==> config.mk <==
export PLATFORM = sky130hd
export DESIGN_NAME = rx_engine_flat
export DESIGN_NICKNAME = d
export VERILOG_FILES = /design/src/rtl/rx_engine_if.sv /design/src/rtl/rx_engine.sv /design/src/flat_wrapper.sv
export SDC_FILE = /design/constraint.sdc
export NUM_CORES = 1
export LEC_CHECK = 0
export ABC_AREA = 1
export ABC_CLOCK_PERIOD_IN_PS = 4800
export CAP_MARGIN = 25
export CORE_ASPECT_RATIO = 0.9
export CORE_UTILIZATION = 60
export CTS_CLUSTER_DIAMETER = 50
export DETAILED_ROUTE_END_ITERATION = 6
export PLACE_DENSITY = 0.81
export SLEW_MARGIN = 20
export SYNTH_ARGS = -nofsm -noshare
export SYNTH_HDL_FRONTEND = slang
export SYNTH_SLANG_ARGS = --single-unit
==> constraint.sdc <==
create_clock -name clk -period 4.8 [get_ports clk]
set_clock_uncertainty 0.05 [all_clocks]
set_input_delay 1.44 -clock clk [delete_from_list [all_inputs] [get_ports clk]]
set_output_delay 1.44 -clock clk [all_outputs]
set_load 0.01 [all_outputs]
==> src/rtl/rx_engine_if.sv <==
// Processor/serial-side signal bundle for the UART receive engine.
interface rx_engine_if #(
    parameter int unsigned K_W = 19
);
    logic           RX;
    logic           EIGHT;
    logic           PEN;
    logic           OHEL;
    logic [K_W-1:0] k;
    logic           READS;
    logic [7:0]     UART_DATA;
    logic           RXRDY;
    logic           PERR;
    logic           FERR;
    logic           OVF;

    // Driver side: serial line, frame settings and read strobe
    modport master (
        output RX, EIGHT, PEN, OHEL, k, READS,
        input  UART_DATA, RXRDY, PERR, FERR, OVF
    );

    // Receive engine side
    modport slave (
        input  RX, EIGHT, PEN, OHEL, k, READS,
        output UART_DATA, RXRDY, PERR, FERR, OVF
    );
endinterface

==> src/rtl/rx_engine.sv <==
// UART receive engine: deserialises start/7-8 data/optional parity/stop frames
// sampled at bit centres and presents data plus status to the processor.
module rx_engine #(
    parameter int unsigned K_W = 19
) (
    input  logic        clk,
    input  logic        rst,
    rx_engine_if.slave  bus
);

    typedef enum logic [1:0] {
        IDLE  = 2'd0,
        START = 2'd1,
        DATA  = 2'd2,
        DONE  = 2'd3
    } state_t;

    state_t         state_q, state_d;
    logic           rx_meta_q, rx_s_q;
    logic [K_W-1:0] cnt_q, cnt_d;
    logic [K_W-1:0] k_q, k_d;
    logic [3:0]     idx_q, idx_d;
    logic [9:0]     sr_q, sr_d;
    logic           eight_q, eight_d;
    logic           pen_q, pen_d;
    logic           ohel_q, ohel_d;
    logic [7:0]     data_q, data_d;
    logic           rxrdy_q, rxrdy_d;
    logic           perr_q, perr_d;
    logic           ferr_q, ferr_d;
    logic           ovf_q, ovf_d;

    logic [3:0]     n_bits_c;
    logic [9:0]     frame_c;
    logic [7:0]     d_c;
    logic           p_c;
    logic           stop_c;

    // Two-flop synchroniser for the asynchronous serial input; idles high
    always_ff @(posedge clk or negedge rst) begin
        if (!rst) begin
            rx_meta_q <= 1'b1;
            rx_s_q    <= 1'b1;
        end else begin
            rx_meta_q <= bus.RX;
            rx_s_q    <= rx_meta_q;
        end
    end

    // Justify the shift register into a fixed frame layout and extract fields
    always_comb begin
        n_bits_c = 4'd8 + {3'b000, eight_q} + {3'b000, pen_q};
        frame_c  = '0;
        stop_c   = 1'b0;
        case (n_bits_c)
            4'd10: begin
                frame_c = sr_q;
                stop_c  = frame_c[9];
            end
            4'd9: begin
                frame_c = {1'b1, sr_q[9:1]};
                stop_c  = frame_c[8];
            end
            default: begin
                frame_c = {2'b11, sr_q[9:2]};
                stop_c  = frame_c[7];
            end
        endcase
        d_c = eight_q ? frame_c[7:0] : {1'b0, frame_c[6:0]};
        p_c = eight_q ? frame_c[8]   : frame_c[7];
    end

    // Next-state and next-register logic
    always_comb begin
        state_d = state_q;
        cnt_d   = cnt_q;
        k_d     = k_q;
        idx_d   = idx_q;
        sr_d    = sr_q;
        eight_d = eight_q;
        pen_d   = pen_q;
        ohel_d  = ohel_q;
        data_d  = data_q;
        rxrdy_d = rxrdy_q;
        perr_d  = perr_q;
        ferr_d  = ferr_q;
        ovf_d   = ovf_q;

        // A read clears status; a completing frame below takes precedence
        if (bus.READS) begin
            rxrdy_d = 1'b0;
            perr_d  = 1'b0;
            ferr_d  = 1'b0;
            ovf_d   = 1'b0;
        end

        case (state_q)
            IDLE: begin
                if (!rx_s_q) begin
                    cnt_d   = '0;
                    k_d     = bus.k;
                    eight_d = bus.EIGHT;
                    pen_d   = bus.PEN;
                    ohel_d  = bus.OHEL;
                    state_d = START;
                end
            end
            START: begin
                if (cnt_q == (k_q >> 1) - K_W'(1)) begin
                    if (rx_s_q) begin
                        state_d = IDLE;
                    end else begin
                        cnt_d   = '0;
                        idx_d   = '0;
                        state_d = DATA;
                    end
                end else begin
                    cnt_d = cnt_q + K_W'(1);
                end
            end
            DATA: begin
                if (cnt_q == k_q - K_W'(1)) begin
                    cnt_d = '0;
                    sr_d  = {rx_s_q, sr_q[9:1]};
                    idx_d = idx_q + 4'd1;
                    if (idx_q + 4'd1 == n_bits_c) begin
                        state_d = DONE;
                    end
                end else begin
                    cnt_d = cnt_q + K_W'(1);
                end
            end
            DONE: begin
                data_d  = d_c;
                rxrdy_d = 1'b1;
                perr_d  = pen_q & (p_c != (^d_c ^ ohel_q));
                ferr_d  = ~stop_c;
                ovf_d   = rxrdy_q & ~bus.READS;
                state_d = IDLE;
            end
            default: state_d = IDLE;
        endcase
    end

    // State and datapath registers
    always_ff @(posedge clk or negedge rst) begin
        if (!rst) begin
            state_q <= IDLE;
            cnt_q   <= '0;
            k_q     <= '0;
            idx_q   <= '0;
            sr_q    <= '0;
            eight_q <= 1'b0;
            pen_q   <= 1'b0;
            ohel_q  <= 1'b0;
            data_q  <= '0;
            rxrdy_q <= 1'b0;
            perr_q  <= 1'b0;
            ferr_q  <= 1'b0;
            ovf_q   <= 1'b0;
        end else begin
            state_q <= state_d;
            cnt_q   <= cnt_d;
            k_q     <= k_d;
            idx_q   <= idx_d;
            sr_q    <= sr_d;
            eight_q <= eight_d;
            pen_q   <= pen_d;
            ohel_q  <= ohel_d;
            data_q  <= data_d;
            rxrdy_q <= rxrdy_d;
            perr_q  <= perr_d;
            ferr_q  <= ferr_d;
            ovf_q   <= ovf_d;
        end
    end

    assign bus.UART_DATA = data_q;
    assign bus.RXRDY     = rxrdy_q;
    assign bus.PERR      = perr_q;
    assign bus.FERR      = ferr_q;
    assign bus.OVF       = ovf_q;

endmodule

==> src/flat_wrapper.sv <==
// flat-port wrapper written by rule: the top's interface ports become plain ports
module rx_engine_flat 
#(
    parameter int unsigned K_W = 19
)
  (clk, rst, bus_RX, bus_EIGHT, bus_PEN, bus_OHEL, bus_k, bus_READS, bus_UART_DATA, bus_RXRDY, bus_PERR, bus_FERR, bus_OVF);
  rx_engine_if #(.K_W(K_W)) bus_i ();
  input  logic clk;
  input  logic rst;
  input wire logic [$bits(bus_i.RX)-1:0] bus_RX;
  input wire logic [$bits(bus_i.EIGHT)-1:0] bus_EIGHT;
  input wire logic [$bits(bus_i.PEN)-1:0] bus_PEN;
  input wire logic [$bits(bus_i.OHEL)-1:0] bus_OHEL;
  input wire logic [$bits(bus_i.k)-1:0] bus_k;
  input wire logic [$bits(bus_i.READS)-1:0] bus_READS;
  output wire logic [$bits(bus_i.UART_DATA)-1:0] bus_UART_DATA;
  output wire logic [$bits(bus_i.RXRDY)-1:0] bus_RXRDY;
  output wire logic [$bits(bus_i.PERR)-1:0] bus_PERR;
  output wire logic [$bits(bus_i.FERR)-1:0] bus_FERR;
  output wire logic [$bits(bus_i.OVF)-1:0] bus_OVF;
  assign bus_i.RX = bus_RX;
  assign bus_i.EIGHT = bus_EIGHT;
  assign bus_i.PEN = bus_PEN;
  assign bus_i.OHEL = bus_OHEL;
  assign bus_i.k = bus_k;
  assign bus_i.READS = bus_READS;
  assign bus_UART_DATA = bus_i.UART_DATA;
  assign bus_RXRDY = bus_i.RXRDY;
  assign bus_PERR = bus_i.PERR;
  assign bus_FERR = bus_i.FERR;
  assign bus_OVF = bus_i.OVF;
  rx_engine #(.K_W(K_W)) u_core (.clk(clk), .rst(rst), .bus(bus_i));
endmodule
# Word-level counts from Yosys, hierarchy flattened

Cells that the tools add are included.

Register bits after elaboration: 71
Bits in latches: 0
RAM bits: 0
Memory bits (read-only): 0
Output and inout bits: 12
Memories: 0

Add/sub/neg operators: 6
Multiply operators: 0
Divide/modulo/power cells: 0
Order comparisons: 0
Equality and inequality tests: 14
Shift operators: 0
Muxes and demuxes: 22
Bitwise gates (word level): 6
Reductions and logical operators: 9

Operator list:

| operator                | number |
|---|---|
| $mux W19                | 3 |
| $pmux W19 S3            | 1 |
| $eq A19 B19 Y1          | 2 |
| $add A19 B1 Y19 const B | 1 |
| $sub A18 B1 Y19 const B | 1 |
| $sub A19 B1 Y19 const B | 1 |
| $pmux W9 S2             | 1 |
| $mux W4                 | 3 |
| $mux W2                 | 5 |
| $eq A4 B4 Y1 const B    | 2 |
| $mux W8                 | 1 |
| $pmux W2 S4             | 1 |
| $pmux W4 S2             | 1 |
| $reduce_and A4 Y1       | 2 |
| $reduce_xor A8 Y1       | 1 |
| $mux W1                 | 6 |
| $ne A2 B1 Y1 const B    | 3 |
| $add A4 B1 Y4           | 1 |
| $add A4 B1 Y4 const A   | 1 |
| $add A4 B1 Y4 const B   | 1 |
| $eq A2 B2 Y1 const B    | 2 |
| $eq A4 B4 Y1            | 1 |
| $ne A2 B2 Y1 const B    | 2 |
| $reduce_and A2 Y1       | 2 |
| 8 further kinds         | 12 |

# Longest topological paths before layout

Depth after elaboration: 10
Depth in mapped cells: 20
Gate-level depth less buffers: 19

# Worst setup path after synthesis

Ideal clock, no wire load.

Kind: register to register
Start point: register u_core.k_q[1]
End point: register u_core.cnt_q[10]
Arrival: 2177 ps
Required time: 4633 ps
Setup slack: 2456 ps
Stages on the path, launching flop included: 21
Buffers on the path: 1
Period minus slack after synthesis: 2344 ps
Cells stage by stage: dfrtp_1 > inv_1 > ha_1 > nand2_1 > nor2_1 > nand2_1 > nand2_1 > nand2_1 > nand2_1 > nand2_1 > inv_1 > nand2_1 > nor2_1 > nand3_1 > nand2_1 > nand2_2 > buf_6 > nand2_1 > nand2_1 > nand2_1 > nand2_1

Cells in the longest elaborated chain, start to end: 4

Ends and longest elaborated chain:

| element                                                   | line                               | source |
|---|---|---|
| from (decl)                                               | rx_engine.sv:21                    | `logic [K_W-1:0] k_q, k_d;` |
| from (signal assigned)                                    | rx_engine.sv:164                   | `k_q <= k_d;` |
| $sub A19 B1 Y19 / $sub A18 B1 Y19 (equally long branches) | rx_engine.sv:122, rx_engine.sv:109 |  |
| $eq A19 B19 Y1 (on tied branches)                         | rx_engine.sv:122, rx_engine.sv:109 |  |
| $mux W19 (on tied branches)                               | rx_engine.sv:122, rx_engine.sv:109 |  |
| $pmux W19 S3 *                                            | rx_engine.sv:97                    | `case (state_q)` |
| to (signal assigned)                                      | rx_engine.sv:163                   | `cnt_q <= cnt_d;` |
| to (decl)                                                 | rx_engine.sv:20                    | `logic [K_W-1:0] cnt_q, cnt_d;` |

Every way passes the cells marked *; elsewhere a longest branch is shown, timed or not.
A chain may end at the register's enable or synchronous reset.

# Final worst setup path

Start point: register u_core.k_q[1]
End point: register u_core.idx_q[3]

Cells in the longest elaborated chain, start to end: 4

Ends and longest elaborated chain:

| element                                                   | line                               | source |
|---|---|---|
| $sub A19 B1 Y19 / $sub A18 B1 Y19 (equally long branches) | rx_engine.sv:122, rx_engine.sv:109 |  |
| $eq A19 B19 Y1 (on tied branches)                         | rx_engine.sv:122, rx_engine.sv:109 |  |
| $ne A2 B1 Y1 (no source line)                             | n/a                                |  |
| $reduce_and A4 Y1 (no source line) *                      | n/a                                |  |
| to (signal assigned)                                      | rx_engine.sv:165                   | `idx_q <= idx_d;` |
| to (decl)                                                 | rx_engine.sv:22                    | `logic [3:0] idx_q, idx_d;` |

Marked as above.

==> impl_metrics.py <==
metrics = {
    "outcome": {
        "status": "finished, final reports clean",
    },
    "timing": {
        "tightest_slew_ns": 0.9226,
        "layout_setup_ws_ns": 1.797,
        "timing.slew.headroom_pct": 38.50,
        "min_period_ns": 3.003,
        "final-setup-viol-count": 0,
        "setup_tns_ns": 0,
        "fmax_mhz": 333.0,
        "hold_viol": 0,
        "slew_viol_final": 0,
        "rsz0062_at_grt": "no",
        "fin_crit_sh_pct": 62.57,
    },
    "floorplan": {
        "num_io_pins": 38,
        "dieArea_um2": 10280,
        "die_width_um": 106.8,
        "core_um2": 9614,
        "num_rows": 34,
        "initial_core_util_pct": 61.65,
        "die_y_um": 96.29,
    },
    "layout": {
        "final_common_cell": "nand2_1",
        "antennaDiodeCount": 0,
        "final_cells": 1083,
        "multiInputGateArea_um2": 3447,
        "seq_area_um2": 1779,
        "drive_gt1_share_pct": 7.106,
        "synthToLayoutAreaGrowth_pct": 9.647,
        "fillers": 882,
        "final_cell_mix": "nand2_1, inv_1, nand3_1, dfrtp_1, nor2_1",
        "nets": 990,
        "stdcell_area_um2": 6499,
    },
    "grt": {
        "overflow": 0,
        "grt_max_degree": 72,
        "grt_pass1_vias": 4916,
        "grtUsageTotal_pct": 29.38,
        "antenna_found_initial": 0,
        "grt_pass1_wl_um": 23630,
    },
    "power_and_ir_drop": {
        "powerDensity_nw_per_um2": 635.5,
        "p_leak_uw": 0.003406,
        "total_power_uw": 4130,
        "vdd.ir_drop.worst_v": 0.0004022,
    },
    "clock_tree": {
        "cts-htree-levels": 3,
        "root_buffer": "clkbuf_8",
        "clk_latency_ns": 0.36,
        "cts_buffers": 9,
        "cts_tree": "yes",
        "numClockSinks": 71,
        "hold_buffers": 0,
        "cts_resized": 0,
        "clock_path_buffers": 2,
        "cts_setup_buffers": 0,
        "clk_pin_slew_ns": 0.08,
    },
    "placement": {
        "numPortBuffers": 37,
        "dp.cells": 1067,
        "place.gp.congestion": 0.9296,
        "pre_cts_ws_ns": 1.871,
        "place_area_um2": 6277,
        "detailed_place_hpwl_um": 10310,
    },
    "logic_synthesis": {
        "seq_area_frac_synth_pct": 30.02,
        "synth_area_um2": 5927,
        "syn-instance-count": 942,
        "synth_nets": 980,
        "synth.ff_latch_count": 71,
        "syn_area_per_cell_um2": 6.292,
        "yosys_warnings": 0,
        "synth_cell_types": 33,
    },
    "critical_path": {
        "critPathLaunchType": "flop",
        "cp_cell_sequence": "inv_1 > ha_1 > nand2_1 > nor2_1 > nand2_1 > nand2_1 > nand2_1 > nand2_1 > nand2_1 > inv_1 > nand2_1 > nor2_1 > nand3_1 > nand2_1 > nand2_2 > inv_2 > nand2_1 > nand2_1 > nand2_1",
        "cpPeakStageDelay_ns": 0.38,
        "critPathCaptureType": "flop",
        "reg2reg_from": "u_core.k_q[1]$_DFFE_PN0P_",
        "crit_required_ns": 5.00,
        "arrival_ns": 3.20,
        "ff2ff_setup_slack_ns": 1.80,
        "crit_slowest_cell": "dfrtp_1",
        "crit_type": "flop to flop",
        "cpMostUsedCell": "nand2_1",
        "startpoint": "u_core.k_q[1]$_DFFE_PN0P_",
        "critPathMaxFanout": 21,
    },
    "min_path": {
        "hp-start": "u_core.rx_meta_q$_DFF_PN1_",
        "hp-class": "flop to flop",
    },
    "drt": {
        "first_iter_violations": 498,
        "vias_per_cell": 5.230,
        "firstDrtPassIters": 5,
        "dr_total_vias": 5664,
        "remaining_drc_errors": 0,
        "ant_nets": 0,
        "wire_per_inst_um": 13.12,
        "totalWireLength_um": 14210,
    },
    "run": {
        "maxCapViolations": 0,
    },
}
==> per-layer routing <==
metal  vias up  wire, um  GRT usage [%]
met5         -         0              0
li1       2916         -              -
met1      2534      7028          44.33
met4         0       161          9.132
met2       198      5891          43.23
met3        16      1130          3.995
==> metrics by stage <==
| stage | hold slack (ns) | utilization, % |
|---|---|---|
| finish | 0.3080 | 67.60 |
| global route | 0.3100 | 67.60 |
| global placement | 0.2960 | 65.29 |
| detailed placement | 0.2973 | 65.29 |
| CTS | 0.3089 | 67.60 |
| floorplan | 0.2952 | - |
==> sequential cells by signal, summed over array words and instances (netlist names), named ones only <==
name	flops
u_core.bus.FERR	1
u_core.bus.OVF	1
u_core.bus.PERR	1
u_core.bus.RXRDY	1
u_core.bus.UART_DATA	8
u_core.cnt_q	19
u_core.eight_q	1
u_core.idx_q	4
u_core.k_q	19
u_core.ohel_q	1
u_core.pen_q	1
u_core.rx_meta_q	1
u_core.rx_s_q	1
u_core.sr_q	10
u_core.state_q	1
==> cell families after synthesis <==
kind of cell	after synthesis	share of synthesized area, %
multiplexers	6	1.140
XOR/XNOR	49	7.241
flip-flops	71	30.02
AO/OA/AOI/OAI	89	7.726
adder cells (fa/ha/maj)	12	2.533
AND/OR/NAND/NOR	539	39.52
buffers and inverters	176	11.82
==> cells in the mapped netlist (all sizes together) <==
cell type  number  share of area [%]
nor4            1               0.11
dfstp           2               0.89
clkbuf         28                1.8
o211ai          2               0.25
a21oi          39                3.3
inv           133                8.4
nand3          76                6.5
buf            12                1.4
mux2            6                1.1
nand3b          7               0.89
ha             12                2.5
nor3            4               0.34
dfrtp          69                 29
o22ai           3               0.32
nand2         359                 23
xor2           28                4.1
nor3b           1               0.13
nor2           80                7.3
nand4           9               0.95
xnor2          21                3.1
clkinv          3               0.19
o21ai          45                3.9
and2            2               0.21
==> final cells by class <==
cell class | instances | area share [%]
Clock buffer | 10 | 2.118
Clock inverter | 6 | 1.290
Inverter | 136 | 7.855
Timing Repair Buffer | 39 | 5.891
Tap cell | 126 | 2.426
Multi-Input combinational cell | 695 | 53.04
Sequential cell | 71 | 27.38
==> critical path, delay by kind of cell (launching register included) <==
kind	cells	cell delay, ns
fa+ha+maj	1	0.31
buf+inv	3	0.43
flops	1	0.38
simple gates	15	1.72
==> power breakdown <==
part | switching, uW | total, uW | internal, uW
Sequential | 423 | 1240 | 817
Combinational | 1440 | 2340 | 896
Clock | 247 | 552 | 305
==> worst paths after layout <==
path | to | cells past startpoint
worst max-delay path | u_core.idx_q[3]$_DFFE_PN0P_ | 19
worst min-delay path | u_core.rx_s_q$_DFF_PN1_ | 0
worst max register to register | u_core.idx_q[3]$_DFFE_PN0P_ | 19
worst min register to register | u_core.rx_s_q$_DFF_PN1_ | 0
max in group asynchronous | u_core.cnt_q[8]$_DFFE_PN0P_ | 1
min in group asynchronous | u_core.bus.UART_DATA[3]$_DFFE_PN0P_ | 1
Note: power is estimated with default switching activity, not from simulation.
